**src/rtl/conv_pkg.sv**
```systemverilog
// rtl/conv_pkg.sv - shared state, instruction codes and geometry helpers for conv_sequencer
package conv_pkg;

    typedef enum logic [3:0] {
        S_IDLE,
        S_WGT_LOAD,
        S_WGT_FEED,
        S_ACT_LOAD,
        S_ACT_FEED,
        S_DRAIN,
        S_DONE
    } conv_state_t;

    localparam logic [1:0] INST_IDLE  = 2'b00;
    localparam logic [1:0] INST_KLOAD = 2'b01;
    localparam logic [1:0] INST_EXEC  = 2'b10;

    localparam int CNT_W = 16;

    function automatic int conv_out_w(input int in_w, input int ksize);
        return in_w - ksize + 1;
    endfunction

    function automatic int conv_npix(input int in_w, input int ksize);
        return conv_out_w(in_w, ksize) * conv_out_w(in_w, ksize);
    endfunction

endpackage

```
**src/rtl/conv_addr_gen.sv**
```systemverilog
// rtl/conv_addr_gen.sv - kernel-position and window counters driving the input SRAM address
module conv_addr_gen
    import conv_pkg::*;
#(
    parameter int ROW      = 8,
    parameter int KSIZE    = 3,
    parameter int IN_W     = 6,
    parameter int ADDR_W   = 7,
    parameter int ACT_BASE = 72
) (
    input  logic              clk,
    input  logic              reset,
    input  logic              clr,
    input  logic              kpos_step,
    input  logic              act_step,
    input  logic              sel_act,
    input  logic [ADDR_W-1:0] wgt_cnt,
    output logic [ADDR_W-1:0] i_a
);

    localparam int OUT_W = conv_out_w(IN_W, KSIZE);
    localparam logic [ADDR_W-1:0] A_ONE  = ADDR_W'(1);
    localparam logic [ADDR_W-1:0] ROW_A  = ADDR_W'(ROW);
    localparam logic [ADDR_W-1:0] INW_A  = ADDR_W'(IN_W);
    localparam logic [ADDR_W-1:0] BASE_A = ADDR_W'(ACT_BASE);
    localparam logic [ADDR_W-1:0] K_LAST = ADDR_W'(KSIZE - 1);
    localparam logic [ADDR_W-1:0] O_LAST = ADDR_W'(OUT_W - 1);

    logic [ADDR_W-1:0] ki_q, ki_d, kj_q, kj_d, ox_q, ox_d, oy_q, oy_d;
    logic [ADDR_W-1:0] ki_off_q, ki_off_d, row_off_q, row_off_d, wbase_q, wbase_d;

    // Offsets are stepped by addition so the datapath never multiplies.
    always_comb begin
        ki_d      = ki_q;
        kj_d      = kj_q;
        ox_d      = ox_q;
        oy_d      = oy_q;
        ki_off_d  = ki_off_q;
        row_off_d = row_off_q;
        wbase_d   = wbase_q;
        if (clr) begin
            ki_d      = '0;
            kj_d      = '0;
            ox_d      = '0;
            oy_d      = '0;
            ki_off_d  = '0;
            row_off_d = '0;
            wbase_d   = '0;
        end else begin
            if (kpos_step) begin
                wbase_d = wbase_q + ROW_A;
                if (kj_q == K_LAST) begin
                    kj_d     = '0;
                    ki_d     = ki_q + A_ONE;
                    ki_off_d = ki_off_q + INW_A;
                end else begin
                    kj_d = kj_q + A_ONE;
                end
            end
            if (act_step) begin
                if (ox_q == O_LAST) begin
                    ox_d = '0;
                    if (oy_q == O_LAST) begin
                        oy_d      = '0;
                        row_off_d = '0;
                    end else begin
                        oy_d      = oy_q + A_ONE;
                        row_off_d = row_off_q + INW_A;
                    end
                end else begin
                    ox_d = ox_q + A_ONE;
                end
            end
        end
        i_a = sel_act ? (BASE_A + ki_off_q + row_off_q + kj_q + ox_q) : (wbase_q + wgt_cnt);
    end

    always_ff @(posedge clk or posedge reset) begin
        if (reset) begin
            ki_q      <= '0;
            kj_q      <= '0;
            ox_q      <= '0;
            oy_q      <= '0;
            ki_off_q  <= '0;
            row_off_q <= '0;
            wbase_q   <= '0;
        end else begin
            ki_q      <= ki_d;
            kj_q      <= kj_d;
            ox_q      <= ox_d;
            oy_q      <= oy_d;
            ki_off_q  <= ki_off_d;
            row_off_q <= row_off_d;
            wbase_q   <= wbase_d;
        end
    end

endmodule

```
**src/rtl/conv_sequencer.sv**
```systemverilog
// rtl/conv_sequencer.sv - per-kernel-position weight/activation/drain sequencer for one output tile
module conv_sequencer
    import conv_pkg::*;
#(
    parameter int ROW      = 8,
    parameter int COL      = 8,
    parameter int KSIZE    = 3,
    parameter int IN_W     = 6,
    parameter int ADDR_W   = 7,
    parameter int ACT_BASE = 72,
    parameter int FLUSH    = ROW + COL
) (
    input  logic              clk,
    input  logic              reset,
    input  logic              start,
    output logic              busy,
    output logic              done,
    output logic [ADDR_W-1:0] i_a,
    output logic              i_cen,
    output logic              i_wen,
    output logic              l0_wr,
    output logic              l0_rd,
    input  logic              l0_full,
    output logic [1:0]        inst_w,
    input  logic              of_valid,
    output logic              of_rd,
    output logic [ADDR_W-1:0] p_a,
    output logic              p_cen,
    output logic              p_wen,
    output logic              acc
);

    localparam int NKIJ = KSIZE * KSIZE;
    localparam int NPIX = conv_npix(IN_W, KSIZE);
    localparam logic [CNT_W-1:0] C_ONE   = CNT_W'(1);
    localparam logic [CNT_W-1:0] W_LAST  = CNT_W'(ROW - 1);
    localparam logic [CNT_W-1:0] WF_LAST = CNT_W'(ROW + FLUSH - 1);
    localparam logic [CNT_W-1:0] A_LAST  = CNT_W'(NPIX - 1);
    localparam logic [CNT_W-1:0] AF_LAST = CNT_W'(NPIX + FLUSH - 1);
    localparam logic [CNT_W-1:0] K_LAST  = CNT_W'(NKIJ - 1);

    conv_state_t      state_q, state_d;
    logic [CNT_W-1:0] cnt_q, cnt_d, kij_q, kij_d;
    logic             l0_rd_q, l0_rd_d, l0_wr_q, l0_wr_d;
    logic [1:0]       inst_w_q, inst_w_d;
    logic             clr, kpos_step, act_step, sel_act;

    conv_addr_gen #(
        .ROW(ROW), .KSIZE(KSIZE), .IN_W(IN_W), .ADDR_W(ADDR_W), .ACT_BASE(ACT_BASE)
    ) u_addr (
        .clk(clk), .reset(reset), .clr(clr), .kpos_step(kpos_step), .act_step(act_step),
        .sel_act(sel_act), .wgt_cnt(cnt_q[ADDR_W-1:0]), .i_a(i_a)
    );

    always_comb begin
        state_d   = state_q;
        cnt_d     = cnt_q;
        kij_d     = kij_q;
        i_cen     = 1'b1;
        of_rd     = 1'b0;
        p_cen     = 1'b1;
        p_wen     = 1'b1;
        p_a       = '0;
        clr       = 1'b0;
        kpos_step = 1'b0;
        act_step  = 1'b0;
        sel_act   = 1'b0;
        case (state_q)
            S_IDLE: if (start) begin
                clr     = 1'b1;
                cnt_d   = '0;
                kij_d   = '0;
                state_d = S_WGT_LOAD;
            end
            S_WGT_LOAD: if (!l0_full) begin
                i_cen = 1'b0;
                if (cnt_q == W_LAST) begin
                    cnt_d   = '0;
                    state_d = S_WGT_FEED;
                end else cnt_d = cnt_q + C_ONE;
            end
            S_WGT_FEED: if (cnt_q == WF_LAST) begin
                cnt_d   = '0;
                state_d = S_ACT_LOAD;
            end else cnt_d = cnt_q + C_ONE;
            S_ACT_LOAD: begin
                sel_act = 1'b1;
                if (!l0_full) begin
                    i_cen    = 1'b0;
                    act_step = 1'b1;
                    if (cnt_q == A_LAST) begin
                        cnt_d   = '0;
                        state_d = S_ACT_FEED;
                    end else cnt_d = cnt_q + C_ONE;
                end
            end
            S_ACT_FEED: if (cnt_q == AF_LAST) begin
                cnt_d   = '0;
                state_d = S_DRAIN;
            end else cnt_d = cnt_q + C_ONE;
            S_DRAIN: if (of_valid) begin
                of_rd = 1'b1;
                p_cen = 1'b0;
                p_wen = 1'b0;
                p_a   = cnt_q[ADDR_W-1:0];
                if (cnt_q == A_LAST) begin
                    cnt_d = '0;
                    if (kij_q == K_LAST) state_d = S_DONE;
                    else begin
                        kpos_step = 1'b1;
                        kij_d     = kij_q + C_ONE;
                        state_d   = S_WGT_LOAD;
                    end
                end else cnt_d = cnt_q + C_ONE;
            end
            S_DONE: begin
                clr     = 1'b1;
                kij_d   = '0;
                state_d = S_IDLE;
            end
            default: state_d = S_IDLE;
        endcase
        // Registered strobes are derived from the next state so they line up with it.
        l0_rd_d  = 1'b0;
        inst_w_d = INST_IDLE;
        if (state_d == S_WGT_FEED && cnt_d < CNT_W'(ROW)) begin
            l0_rd_d  = 1'b1;
            inst_w_d = INST_KLOAD;
        end
        if (state_d == S_ACT_FEED && cnt_d < CNT_W'(NPIX)) begin
            l0_rd_d  = 1'b1;
            inst_w_d = INST_EXEC;
        end
        l0_wr_d = ~i_cen;
    end

    always_ff @(posedge clk or posedge reset) begin
        if (reset) begin
            state_q  <= S_IDLE;
            cnt_q    <= '0;
            kij_q    <= '0;
            l0_rd_q  <= 1'b0;
            l0_wr_q  <= 1'b0;
            inst_w_q <= INST_IDLE;
        end else begin
            state_q  <= state_d;
            cnt_q    <= cnt_d;
            kij_q    <= kij_d;
            l0_rd_q  <= l0_rd_d;
            l0_wr_q  <= l0_wr_d;
            inst_w_q <= inst_w_d;
        end
    end

    assign busy   = (state_q != S_IDLE);
    assign done   = (state_q == S_DONE);
    assign i_wen  = 1'b1;
    assign l0_rd  = l0_rd_q;
    assign l0_wr  = l0_wr_q;
    assign inst_w = inst_w_q;
    assign acc    = (kij_q != '0);

endmodule

```
**config.mk**
```make
export PLATFORM = sky130hd
export DESIGN_NAME = conv_sequencer
export DESIGN_NICKNAME = d
export VERILOG_FILES = /design/src/rtl/conv_pkg.sv /design/src/rtl/conv_addr_gen.sv /design/src/rtl/conv_sequencer.sv
export SDC_FILE = /design/constraint.sdc
export NUM_CORES = 1
export LEC_CHECK = 0
export CELL_PAD_IN_SITES_DETAIL_PLACEMENT = 0
export CELL_PAD_IN_SITES_GLOBAL_PLACEMENT = 1
export CORE_AREA = 4 4 112 114
export DETAILED_ROUTE_END_ITERATION = 16
export DIE_AREA = 0 0 116 118
export GPL_TIMING_DRIVEN = 0
export HOLD_SLACK_MARGIN = 0.03
export PLACE_DENSITY = 0.76
export SLEW_MARGIN = 20
export SYNTH_ARGS = -nofsm -noshare
export SYNTH_HDL_FRONTEND = slang
export SYNTH_SLANG_ARGS = --single-unit
```
**constraint.sdc**
```tcl
create_clock -name clk -period 4.45 [get_ports clk]
set_input_delay 0.89 -clock clk [delete_from_list [all_inputs] [get_ports clk]]
set_output_delay 0.89 -clock clk [all_outputs]
set_load 0.005 [all_outputs]
```
==> results of run 1 <==
## power breakdown
group | internal (mW) | total, mW | switching, mW
registers | 0.709 | 0.724 | 0.0145
clock network | 0.548 | 0.847 | 0.299
logic | 0.0689 | 0.178 | 0.109
## per-layer routing
| layer | global-route usage [%] | vias to the layer above |
|---|---|---|
| li1 | - | 2232 |
| met1 | 33.3 | 2149 |
| met2 | 28.6 | 140 |
| met3 | 4.37 | 15 |
| met4 | 6.02 | 0 |
| met5 | 0 | - |
## metrics by stage
step / power [mW] / cell area, um2 / hold slack [ns] / setup WS, ns
2_1_floorplan: 0.851 / 5330 / 0.476 / 0.718
3_3_place_gp: 0.912 / 5780 / 0.497 / 0.0574
3_5_place_dp: 0.916 / 5810 / 0.520 / 0.0488
4_1_cts: 1.77 / 6160 / 0.529 / 0.0226
5_1_grt: 1.82 / 6170 / 0.547 / 0.0318
6_report: 1.75 / 6170 / 0.530 / 0.189
## sequential cells by signal (all words and copies together), names as in the netlist
| signal | cells |
|---|---|
| cnt_q | 16 |
| kij_q | 16 |
| u_addr.kj_q | 7 |
| u_addr.ox_q | 7 |
| u_addr.oy_q | 7 |
| u_addr.ki_off_q | 6 |
| u_addr.row_off_q | 6 |
| state_q | 4 |
| u_addr.wbase_q | 4 |
| inst_w | 2 |
| l0_rd | 1 |
| l0_wr | 1 |
## repair_timing
item                                    CTS  global route
cloned                                    0             0
buffers inserted                          1             1
pin swaps                                 1             3
gates resized for setup                   6             5
endpoints found under the setup margin    3             3
## synth_stat cells (all sizes together) (2+ instances only)
| cell | count | area, um2 |
|---|---|---|
| o21ai | 61 | 309 |
| o21a | 2 | 15.0 |
| or4b | 4 | 43.8 |
| a211oi | 9 | 77.6 |
| mux2 | 6 | 67.6 |
| a21oi | 24 | 120 |
| nor3 | 17 | 90.1 |
| buf | 8 | 65.1 |
| conb | 2 | 7.51 |
| dfrtp | 77 | 1930 |
| nor3b | 3 | 27.5 |
| a21boi | 2 | 15.0 |
| a22o | 2 | 18.8 |
| and2b | 4 | 33.8 |
| or4 | 9 | 86.3 |
| a22oi | 3 | 36.3 |
| nand2b | 9 | 56.3 |
| and4 | 4 | 35.0 |
| fa | 11 | 220 |
| xor2 | 23 | 201 |
| nand2 | 55 | 206 |
| xnor2 | 12 | 105 |
| nand4 | 12 | 75.1 |
| or2 | 3 | 18.8 |
| nand3 | 27 | 135 |
| nor4 | 8 | 50.1 |
| a21o | 6 | 46.3 |
| nor2 | 61 | 229 |
| mux2i | 4 | 40.0 |
| nor2b | 5 | 31.3 |
| o22ai | 2 | 18.8 |
| inv | 25 | 93.8 |
| and2 | 5 | 33.8 |
| o31ai | 9 | 67.6 |
| ha | 23 | 288 |
| a31oi | 4 | 25.0 |
| nor4b | 4 | 41.3 |
| clkbuf | 19 | 92.6 |
| and3 | 15 | 93.8 |
| or3 | 8 | 57.6 |
| o31a | 2 | 17.5 |
## layout make-up
type	count	area [um2]	area share, %
clock buffer	10	229	3.71
multi-input combinational	473	3160	51.3
tap	143	179	2.90
clock inverter	6	111	1.80
buffer	27	158	2.55
timing repair buffer	30	308	4.99
inverter	25	96.3	1.56
sequential	77	1930	31.2
## worst max path at each step
stage / startpoint / end / slack (ns) / cells after the start
6_report: u_addr.row_off_q[2]$_DFFE_PP0P_ / i_a[5] / 0.19 / 9
5_1_grt: u_addr.row_off_q[2]$_DFFE_PP0P_ / i_a[5] / 0.03 / 9
4_1_cts: u_addr.row_off_q[1]$_DFFE_PP0P_ / i_a[6] / 0.02 / 12
3_5_place_dp: u_addr.row_off_q[2]$_DFFE_PP0P_ / i_a[6] / 0.05 / 10
3_3_place_gp: u_addr.row_off_q[1]$_DFFE_PP0P_ / i_a[6] / 0.06 / 12
2_1_floorplan: u_addr.row_off_q[2]$_DFFE_PP0P_ / i_a[6] / 0.72 / 9
## kinds of logic after synthesis
| family | Yosys count | synth area share, % |
|---|---|---|
| and+or+nand+nor | 258 | 26.1 |
| other | 2 | 0.141 |
| buffers and inverters | 52 | 4.72 |
| DFF | 77 | 36.2 |
| muxes | 10 | 2.02 |
| adders and majority gates | 34 | 9.54 |
| xor gates and xnor gates | 35 | 5.75 |
| AOI/OAI and AO/OA | 133 | 15.5 |
==> key figures, run 1 <==
Floorplan
  – Die ar.: around 14000 um2
  – Row cnt: 39
  – IO Count: 31
  – Die height: 118 um
  – Core Area: between 10000 and 15000 um2
  – Initial Utilization: 46.7%
  – Die width: 116 um

Pwr
  – Peak VDD IR: 0.186 mV
  – PD cells: 283 nW/um2
  – Leak: 2.75 nW

Min path
  – Worst Hold Class: register to register
  – Hold Crit Depth: 1
  – Hold Path End: u_addr.ox_q[6]$_DFFE_PP0P_
  – Worst Min Path Start: u_addr.ox_q[6]$_DFFE_PP0P_

Worst setup path
  – R2R Setup Slk: 0.78 ns
  – Top cell family by delay on the critical path: adder cells
  – CP max stage cell: fa_1
  – Critical path class: register to output pin
  – Worst path cell trace: fa_2 -> fa_1 -> fa_1 -> ha_1 -> a21o_1 -> a21oi_1 -> xor2_1 -> a21oi_1 -> dlygate4sd2_1
  – CP Capture Type: output pin
  – CP peak stage delay: about 0.53 ns
  – Critical Path Source Type: register
  – Critical path arrival: 3.37 ns
  – Reg2reg end: u_addr.ki_off_q[6]$_DFFE_PP0P_
  – CP Data Required Time: 3.56 ns
  – Crit path max fanout: 2
  – Worst r2r src: state_q[3]$_DFF_PP0_
  – R2R cell count: 11
  – CP Buf/Inv Count: 1

Drt
  – Met3 WL post-DR: roughly 830 um
  – Metal2 WL: 5.59 mm
  – Final ANT Viol Nets: 0
  – Vias: 4536
  – Via density per instance: between 5 and 6
  – Residual DRC: 0
  – DR top layer: met4
  – Met1 Wirelength: 7.10 mm
  – Final wirelength: 13.7 mm
  – Initial DRC Count: 362
  – DRT Pass-1 Iters: 5
  – Average wire per standard cell: 17.3 um

CTS
  – Clk slew on worst S/H paths: 0.06 ns
  – CTS tree: yes
  – Root buf cell: clkbuf_16
  – CTS Buf Count: 9
  – Sink Count: 77
  – CTS Hold Bufs: 0
  – Worst skew pair latency: 0.34 ns
  – # H-tree levels: 3
  – CTS max path bufs: 2

Cells and area
  – N_diodes: 0
  – Most frequent cells in the layout: 76 x dfrtp_1, 61 x nor2_1, 58 x o21ai_0
  – Layout area overhead: 15.9%
  – Post-layout nets: approximately 680
  – Most common cell after layout, fill and taps aside: dfrtp_1
  – Non-Filler Instances: around 800
  – Fillers: 1068
  – Post-layout util: 54.1%
  – Share of cells above drive strength 1: 11.0%

Synthesis
  – Post-Syn Area: 5330 um2
  – Ys flop type: dfrtp_1
  – Mapped Cells: 601
  – Post-synthesis async set-or-reset flop share: 100%
  – Yosys Warn Count: 0
  – Post-synth EDFFs: 0
  – Yosys reg bits: 77
  – Syn_area_per_cell: 8.86 um2
  – Library cells used by synthesis: just under 80
  – Sequential area share after synthesis: between 30 and 40%

Timing
  – RSZ-0062 raised after global routing: false
  – Setup-failing EPs final: 0
  – Slew headroom: 39.8%
  – Final Cycle Share: 95.8%
  – Slew Limit Fails: 0
  – Final-report hold violation count: 0
  – FMAX: 0.235 GHz
  – Clk_skew: 0.00554 ns
  – Minimum clock period: 4.26 ns
  – Slew at the pin closest to its max-slew limit: 0.903 ns
  – Post-Route Setup TNS: 0 ns

GRT
  – First-pass GRT wire length: 22.9 mm
  – Total track usage: 21.0%
  – Initial antenna violation count: 0
  – Vias in the first global route: 4367
  – Largest net degree at the start of global routing: 52
  – GRT Residual Overflow: 0

Run
  – Max-cap check violation count: 0

Placement
  – HPWL Detailed: between 10 and 15 mm
  – Gp weighted congestion: ~0.86
  – I/O Buffers: 27
  – Placed cell count: about 770

Status
  – Run status: finished, final reports clean
(Power assumes the default switching activity.)
==> run 2, diff against run 1 <==
Settings changed: CORE_AREA 4 4 112 114 to 4 4 109 111, DIE_AREA 0 0 116 118 to 0 0 113 115, PLACE_DENSITY 0.76 to 0.8.
Clock period 4.45 ns to 5 ns, I/O delays scaled along.
==> key figures, run 2 (synthesis results as in run 1) <==
Placement
  – Gp weighted congestion: 0.906
  – HPWL Detailed: ~9.9 mm
  – I/O Buffers: 27
  – Placed Area: 5810 um2

Status
  – Run status: finished, final reports clean

Timing
  – Setup-failing EPs final: 0
  – Final Cycle Share: 96.8%
  – RSZ-0062 raised after global routing: false
  – Slew Limit Fails: 0
  – Slew headroom: 41.8%
  – Minimum clock period: approximately 4.8 ns
  – Post-Route Setup TNS: 0 ns
  – Slew at the pin closest to its max-slew limit: around 0.87 ns
  – Final-report hold violation count: 0
  – Clk_skew: approximately 0.0084 ns
  – FMAX: 0.207 GHz
  – Hold Slack: 0.528 ns

Floorplan
  – Die width: 113 um
  – IO Count: 31
  – Die height: between 100 and 150 um
  – Initial Utilization: between 40% and 50%
  – Row cnt: 38
  – Core Area: 10800 um2
  – Die ar.: 13000 um2

Worst setup path
  – Crit path max fanout: 4
  – Critical path class: register to output pin
  – CP peak stage delay: 0.60 ns
  – Critical path arrival: between 3 and 4 ns
  – Worst path cell trace: fa_1 -> fa_1 -> ha_1 -> ha_1 -> fa_2 -> a21o_1 -> a21oi_2 -> xnor2_1 -> a21oi_1 -> clkdlybuf4s50_1
  – CP Data Required Time: about 4 ns
  – CP max stage cell: fa_1
  – CP Capture Type: output pin
  – Critical Path Source Type: register

GRT
  – Largest net degree at the start of global routing: 56
  – First-pass GRT wire length: about 22 mm
  – Total track usage: 21.7%
  – GRT Residual Overflow: 0
  – Vias in the first global route: 4461
  – Initial antenna violation count: 0

Drt
  – Initial DRC Count: 365
  – Residual DRC: 0
  – Average wire per standard cell: 17.1 um
  – Vias: about 4600
  – Final ANT Viol Nets: 0
  – DRT Pass-1 Iters: 5
  – Final wirelength: 13.4 mm
  – Via density per instance: 5.91

Cells and area
  – Layout area overhead: 13.6%
  – Most frequent cells in the layout: 76 x dfrtp_1, 61 x nor2_1, 58 x o21ai_0
  – Final Cell Area: 6050 um2
  – Most common cell after layout, fill and taps aside: dfrtp_1
  – Post-layout util: 56.1%
  – N_diodes: 0
  – Share of cells above drive strength 1: between 10% and 20%
  – Post-layout nets: 680
  – Biggest regs: cnt_q: 16 flops, kij_q: 16 flops
  – Fillers: 971

Min path
  – Worst Hold Class: register to register

Pwr
  – Leak: 2.67 nW
  – Net Switching: 358 uW
  – Switching fraction of total power: 25.9%
  – Combinational power share: 11.5%
  – Sequential power share: 46.4%
  – PD cells: 229 nW/um2
  – Final Power: 1.38 mW
  – Peak VDD IR: approximately 0.15 mV
  – Pint: 1.03 mW
  – Clock Power Share: 42.2%

CTS
  – CTS Buf Count: 9
  – Worst skew pair latency: 0.36 ns
  – Total setup buffers inserted after CTS: 0
  – CTS max path bufs: 2
  – Clk slew on worst S/H paths: 0.09 ns
  – Sink Count: 77
  – CTS tree: yes
  – # H-tree levels: 3
  – Root buf cell: clkbuf_8

Run
  – Max-cap check violation count: 0
==> run 2: final cells by class <==
type / instances / area [um2] / area share [%]
clock inverters: 6 / 111 / 1.84
well taps: 140 / 175 / 2.89
clock buffers: 10 / 128 / 2.11
inverters: 25 / 96.3 / 1.59
plain buffers: 27 / 158 / 2.60
multi-input cells: 473 / 3160 / 52.2
flip-flops and latches: 77 / 1930 / 31.9
repair buffers: 28 / 298 / 4.92
==> run 2: power by group through the flow <==
stage,combinational [mW],sequential [mW],clock [mW]
2_1_floorplan,0.107,0.651,0
3_3_place_gp,0.153,0.654,0
3_5_place_dp,0.158,0.654,0
4_1_cts,0.159,0.642,0.595
5_1_grt,0.176,0.644,0.625
6_report,0.159,0.642,0.584
==> run 2: worst max-delay path, delay by kind of cell, from the launching register on <==
family / cells / cell delay (ns)
adder cells (fa/ha/maj): 5 / 1.93
buffers and inverters: 1 / 0.53
AO/OA/AOI/OAI: 3 / 0.48
flip-flops: 1 / 0.44
XOR/XNOR: 1 / 0.10
==> run 2: path summary, 6_finish.rpt <==
check                                            endpoint                       startpoint  cells past startpoint  slack, ns
setup / recovery                                   i_a[6]  u_addr.row_off_q[2]$_DFFE_PP0P_                     10       0.16
hold / removal                 u_addr.ox_q[6]$_DFFE_PP0P_       u_addr.ox_q[6]$_DFFE_PP0P_                      1       0.53
setup reg to reg           u_addr.ki_off_q[6]$_DFFE_PP0P_             state_q[3]$_DFF_PP0_                     11       1.37
hold reg to reg                u_addr.ox_q[6]$_DFFE_PP0P_       u_addr.ox_q[6]$_DFFE_PP0P_                      1       0.53
max in group asynchronous                 l0_rd$_DFF_PP0_                            reset                      3       3.46
min in group asynchronous      u_addr.ox_q[4]$_DFFE_PP0P_                            reset                      2       0.95
==> run 2: per-layer routing <==
layer  share of wire [%]  GRT usage, %  vias to the layer above
met4                0.88          5.77                        0
met3                 6.5          4.74                       15
met2                  42          31.2                      149
li1                    -             -                     2216
met1                  51          33.1                     2269
met5                   0             0                        -
==> run 2: through the flow <==
stage / instances / worst slack (ns)
detailed placement: 770 / 0.449
floorplan: 602 / 1.16
finish: 786 / 0.162
global route: 786 / 0.00498
global placement: 769 / 0.465
CTS: 786 / 0.0168
==> run 2: timing repair <==
item | in CTS | in global routing
resized for setup | 0 | 3
endpoints found under the setup margin | 0 | 1
hold buffers | 0 | 0
